===== src/rtl/spi_controller.sv =====
// spi_controller: SPI mode-0, write-only controller for the spi_peripheral register bank.
// Each accepted {addr, data} request is sent as a 16-bit frame {1'b1, addr[6:0], data[7:0]}, MSB first.
//
// Parameters:
//   CLK_DIV         clk cycles per SCLK half-period (>= 2)
//   MAX_VALID_ADDR  highest legal register address (used only with SPI_CTRL_ADDR_CHECK_EN)
//
// Ports:
//   clk, rst              system clock; synchronous active-high reset
//   req_valid/req_ready   request handshake (ready only while idle)
//   req_addr, req_data    register address / write data, sampled at accept
//   sclk, copi, ncs       SPI bus (sclk idles low, ncs idles high)
//   busy                  frame or gap in progress
//   done                  one-cycle pulse as ncs rises at end of a frame
//   err                   one-cycle pulse on a rejected request
//
// Build option: define SPI_CTRL_ADDR_CHECK_EN to reject requests with req_addr > MAX_VALID_ADDR
// (no frame, err pulse, IDLE -> GAP -> IDLE). Without it err is constant 0 and every address is sent.

module spi_controller #(
    parameter int unsigned CLK_DIV        = 4,
    parameter logic [6:0]  MAX_VALID_ADDR = 7'd4
) (
    input  logic       clk,
    input  logic       rst,
    input  logic       req_valid,
    output logic       req_ready,
    input  logic [6:0] req_addr,
    input  logic [7:0] req_data,
    output logic       sclk,
    output logic       copi,
    output logic       ncs,
    output logic       busy,
    output logic       done,
    output logic       err
);

    localparam int unsigned FRAME_W = 16;
    localparam int unsigned CNT_W   = 4;
    localparam int unsigned DIV_W   = (CLK_DIV > 2) ? $clog2(CLK_DIV) : 1;

    localparam logic [DIV_W-1:0] DIV_LOAD = DIV_W'(CLK_DIV - 1);
    localparam logic [CNT_W-1:0] LAST_BIT = CNT_W'(FRAME_W - 1);

    typedef enum logic [2:0] {
        ST_IDLE,
        ST_SETUP,
        ST_HIGH,
        ST_LOW,
        ST_HOLD,
        ST_GAP
    } state_t;

    state_t               state;
    logic [FRAME_W-1:0]   shreg;
    logic [CNT_W-1:0]     bit_cnt;
    logic [DIV_W-1:0]     div_cnt;
    logic                 phase_end_c;
    logic                 addr_bad_c;

    assign phase_end_c = (div_cnt == '0);

    // Address filter for rejected requests
`ifdef SPI_CTRL_ADDR_CHECK_EN
    assign addr_bad_c = (req_addr > MAX_VALID_ADDR);
`else
    logic unused_max_addr;
    assign addr_bad_c      = 1'b0;
    assign unused_max_addr = ^MAX_VALID_ADDR;
`endif

    // Controller FSM; every bus/status output is updated on the edge that enters a state
    always_ff @(posedge clk) begin
        if (rst) begin
            state     <= ST_IDLE;
            shreg     <= '0;
            bit_cnt   <= '0;
            div_cnt   <= '0;
            sclk      <= 1'b0;
            copi      <= 1'b0;
            ncs       <= 1'b1;
            busy      <= 1'b0;
            done      <= 1'b0;
            err       <= 1'b0;
            req_ready <= 1'b1;
        end else begin
            done <= 1'b0;
            err  <= 1'b0;

            // Phase timer; a state transition below reloads it
            if (!phase_end_c) begin
                div_cnt <= div_cnt - DIV_W'(1);
            end

            case (state)
                ST_IDLE: begin
                    if (req_valid && req_ready) begin
                        req_ready <= 1'b0;
                        busy      <= 1'b1;
                        div_cnt   <= DIV_LOAD;
                        if (addr_bad_c) begin
                            err   <= 1'b1;
                            state <= ST_GAP;
                        end else begin
                            shreg   <= {1'b1, req_addr, req_data};
                            bit_cnt <= '0;
                            ncs     <= 1'b0;
                            sclk    <= 1'b0;
                            copi    <= 1'b1;
                            state   <= ST_SETUP;
                        end
                    end
                end

                ST_SETUP: begin
                    if (phase_end_c) begin
                        sclk    <= 1'b1;
                        div_cnt <= DIV_LOAD;
                        state   <= ST_HIGH;
                    end
                end

                ST_HIGH: begin
                    if (phase_end_c) begin
                        sclk    <= 1'b0;
                        div_cnt <= DIV_LOAD;
                        if (bit_cnt == LAST_BIT) begin
                            state <= ST_HOLD;
                        end else begin
                            // Next bit goes out on the falling edge, a full phase before the next rise
                            bit_cnt <= bit_cnt + CNT_W'(1);
                            shreg   <= {shreg[FRAME_W-2:0], 1'b0};
                            copi    <= shreg[FRAME_W-2];
                            state   <= ST_LOW;
                        end
                    end
                end

                ST_LOW: begin
                    if (phase_end_c) begin
                        sclk    <= 1'b1;
                        div_cnt <= DIV_LOAD;
                        state   <= ST_HIGH;
                    end
                end

                ST_HOLD: begin
                    if (phase_end_c) begin
                        ncs     <= 1'b1;
                        done    <= 1'b1;
                        div_cnt <= DIV_LOAD;
                        state   <= ST_GAP;
                    end
                end

                ST_GAP: begin
                    if (phase_end_c) begin
                        busy      <= 1'b0;
                        req_ready <= 1'b1;
                        state     <= ST_IDLE;
                    end
                end

                default: begin
                    state     <= ST_IDLE;
                    ncs       <= 1'b1;
                    sclk      <= 1'b0;
                    busy      <= 1'b0;
                    req_ready <= 1'b1;
                end
            endcase
        end
    end

endmodule

===== config.mk =====
export PLATFORM = sky130hd
export DESIGN_NAME = spi_controller
export DESIGN_NICKNAME = d
export VERILOG_FILES = /design/src/rtl/spi_controller.sv
export SDC_FILE = /design/constraint.sdc
export NUM_CORES = 1
export LEC_CHECK = 0
export ABC_AREA = 1
export BUFFER_PORTS_ARGS = -buffer_cell sky130_fd_sc_hd__buf_2
export CAP_MARGIN = 20
export CELL_PAD_IN_SITES_DETAIL_PLACEMENT = 0
export CELL_PAD_IN_SITES_GLOBAL_PLACEMENT = 1
export CORE_ASPECT_RATIO = 0.9
export CORE_MARGIN = 5
export CORE_UTILIZATION = 44
export CTS_BUF_LIST = sky130_fd_sc_hd__clkbuf_4
export DETAILED_ROUTE_END_ITERATION = 10
export PLACE_DENSITY = 0.94
export SYNTH_ARGS = -nofsm -noshare
export SYNTH_HDL_FRONTEND = slang
export SYNTH_SLANG_ARGS = --single-unit

===== constraint.sdc =====
create_clock -name clk -period 2.83 [get_ports clk]
set_input_delay 0.283 -clock clk [delete_from_list [all_inputs] [get_ports clk]]
set_output_delay 0.283 -clock clk [all_outputs]
set_load 0.02 [all_outputs]

==> metrics.md <==
| Metric | Value |
|---|---|
| Fin area | `0.001767 sq mm` |
| Clock Path Buffers | `2` |
| Die area | `0.004958 sq mm` |
| Syn_nets | `259` |
| DRT Pass-1 Iters | `4` |
| Cell taking the most area after synthesis | `dfxtp_1` |
| Cell Pwr Density | `around 1100 mW/mm^2` |
| Gr ovfl total | `0` |
| Drt wl/cell | `10.66 microns` |
| Final nets | `280` |
| Register area share after synthesis | `approximately 37%` |
| Post-CTS Setup Repair Bufs | `0` |
| Num rows | `20` |
| Most frequent cell after synthesis | `nand2_1` |
| Clock transition at path regs | `around 0.10 ns` |
| Final max-slew violation count | `0` |
| Post-DP HPWL | `between 2000 and 2500 microns` |
| Post-synth EDFFs | `0` |
| F_max | `approximately 590 MHz` |
| RSZ-0062 raised after global routing | `false` |
| Area Overhead vs Synth | `10.05%` |
| Final setup TNS | `0 ns` |
| Static leakage | `0.8638 nW` |
| Crit Path Max Fanout | `16` |
| Worst endpoint required time | `3.07 ns` |
| Final Util | `about half` |
| Critical-path top delay cell | `dfxtp_1` |
| Worst reg2reg startpoint | `state[1]` |
| Critical path arrival | `1.94 ns` |
| Avg Cell Area, Syn | `slightly below 7 sq um` |
| CP Launch Point | `state[1]` |
| CP Capture Type | `flop` |
| Distinct cells, synth | `29` |
| Slew @ Worst Pin | `~0.62 ns` |
| Antenna Nets Post-Route | `0` |
| Clk_skew | `between 0.008 and 0.009 ns` |
| Worst setup SP type | `flop` |
| TritonCTS clock tree | `built` |
| Final Critical Period | `between 1.5 and 2 ns` |
| PortBufs | `23` |
| Layout cells sized above 1 | `around 19%` |
| Final hold slack | `approximately 0.21 ns` |
| Mean number of vias per cell | `between 4 and 5` |
| Synth Cell Area | `around 0.0016 sq mm` |
| Placed cells | `about 300` |
| GP Congestion | `0.9146` |
| Starting Density | `between 40% and 50%` |
| WL final | `between 3000 and 4000 microns` |
| Die height | `67.30 microns` |
| Max Cap Violations | `0` |
| Total GRT Usage | `between 10 and 15%` |
| Skew-Pair Late Insertion Delay | `0.34 ns` |
| Final Cycle Share | `about three fifths` |
| Worst IR drop on VDD | `approximately 420 uV` |
| Initial antenna violation count | `0` |
| Post-synth top flop | `dfxtp_1` |
| Worst Hold Class | `input pin to flop` |
| Max H-tree Level | `2` |
| Diode count | `0` |
| Total CTS buffers | `5` |
| HP Start | `rst` |
| Count of final hold-check violations | `0` |
| Flops & latches, synth | `30` |
| Yosys warns | `0` |
| Asr flop ratio synth | `0%` |
| WS Path Type | `flop to flop` |
| Top post-synthesis cells by count | `nand2_1, nor2_1, dfxtp_1` |
| Status | `finished, final reports clean` |
| Placed cell area | `0.001713 sq mm` |
| Slew margin rel. | `58.43%` |
| Final setup vio count | `0` |
| Fin cells | `about 300` |
| First-pass GRT wire length | `approximately 5600 microns` |
| CTS Root Cell | `clkbuf_4` |
| Largest net degree at the start of global routing | `23` |
| I/O pins | `25` |
| Crit path cell chain | `nand2_2 > nor2_8 > nand2_4 > a21oi_4 > nand2_1 > nand2_1 > nor2_1` |
| Die X | `between 70 and 80 microns` |
| Cell count after synthesis | `roughly 240` |
| Top cell by count, worst path | `nand2_1` |
| Slowest cell delay on critical path | `around 0.51 ns` |
| Hold buffer count at cts | `0` |
| Iter 0 DRT Violations | `102` |
| Leading post-synthesis cells by cell area | `dfxtp_1, nand2_1, nor2_1` |
| Post_cts resized | `0` |
| Core area | `0.003453 sq mm` |
| Vias in the first global route | `about 1,300` |
| Synth top area share | `a little under two fifths` |
| # clock sinks | `30` |
| Post-route DRC | `0` |
| Via count | `1,472` |
## per-layer routing
layer,vias to the layer above,global-route usage [%],share of wire (%)
met4,0,9.502,1.9
met2,28,22.57,43
met1,643,18.92,50
met3,7,3.571,5.4
met5,-,0,0
li1,794,-,-
## logic make-up (layout without fill, tap and decap cells)
logic type               after synthesis  after routing  share of synthesized area (%)
AO/OA/AOI/OAI                         33             33                          11.53
XOR/XNOR                               1              1                         0.5457
adder cells (fa/ha/maj)                4              4                          3.118
buffers and inverters                 26             48                          7.872
flip-flops                            30             30                          37.41
other                                  1              1                         0.2336
AND/OR/NAND/NOR                      142            142                          39.28
## state kept, by name (all words and copies together), names as in the netlist
register,cells
bit_cnt,4
busy,1
copi,1
div_cnt,2
done,1
ncs,1
req_ready,1
sclk,1
shreg,15
state,3
## power by group
part           internal (mW)  switching [mW]  leakage (nW)  total [mW]
logic                  0.322           0.648         0.583       0.969
registers              0.598           0.121         0.248       0.719
clock network          0.103           0.150        0.0331       0.253
## per-stage QoR
| step | setup WS [ns] | total power [mW] |
|---|---|---|
| after detailed placement | 1.139 | 1.700 |
| after floorplan | 1.408 | 1.550 |
| after global placement | 1.166 | 1.701 |
| after global routing | 0.9726 | 2.166 |
| final | 1.128 | 1.941 |
| after CTS | 1.125 | 1.956 |
## path summary, 6_finish.rpt
check | end | slack (ns) | cells after the start
worst max-delay path | copi | 1.13 | 7
worst min-delay path | state[2] | 0.21 | 2
worst max register to register | copi | 1.13 | 7
worst min register to register | busy | 0.46 | 2
## worst max-delay path, delay by kind of cell (launching register included)
family | cells | cell delay [ns]
AO/OA/AOI/OAI | 1 | 0.39
AND/OR/NAND/NOR | 6 | 0.70
flip-flops | 1 | 0.51
## layout make-up
type | instances | area [sq um]
fill | 364 | 1687
sequential | 30 | 600.6
inverter | 17 | 63.81
multi-input combinational | 181 | 878.3
clock inverter | 2 | 8.758
timing repair buffer | 23 | 115.1
tap | 44 | 55.05
clock buffer | 6 | 45.04
## cell usage in the layout (no fill, tap or decap), types with 2 or more instances in the layout
cell	synthesis	final
dfxtp_1	30	30
ha_1	4	4
nand3b_1	2	2
nand3_1	12	12
nand4_1	3	3
clkbuf_4	0	6
nand2_2	4	4
nand3_2	2	2
o21ai_0	13	13
nor2_1	42	42
inv_1	12	12
o21ai_1	5	5
o211ai_1	2	2
nand2_4	2	2
inv_2	5	5
nand2_1	70	70
a21oi_1	11	11
buf_2	2	23
nor2_2	2	2
No activity file was read; power rests on OpenSTA's default activity.
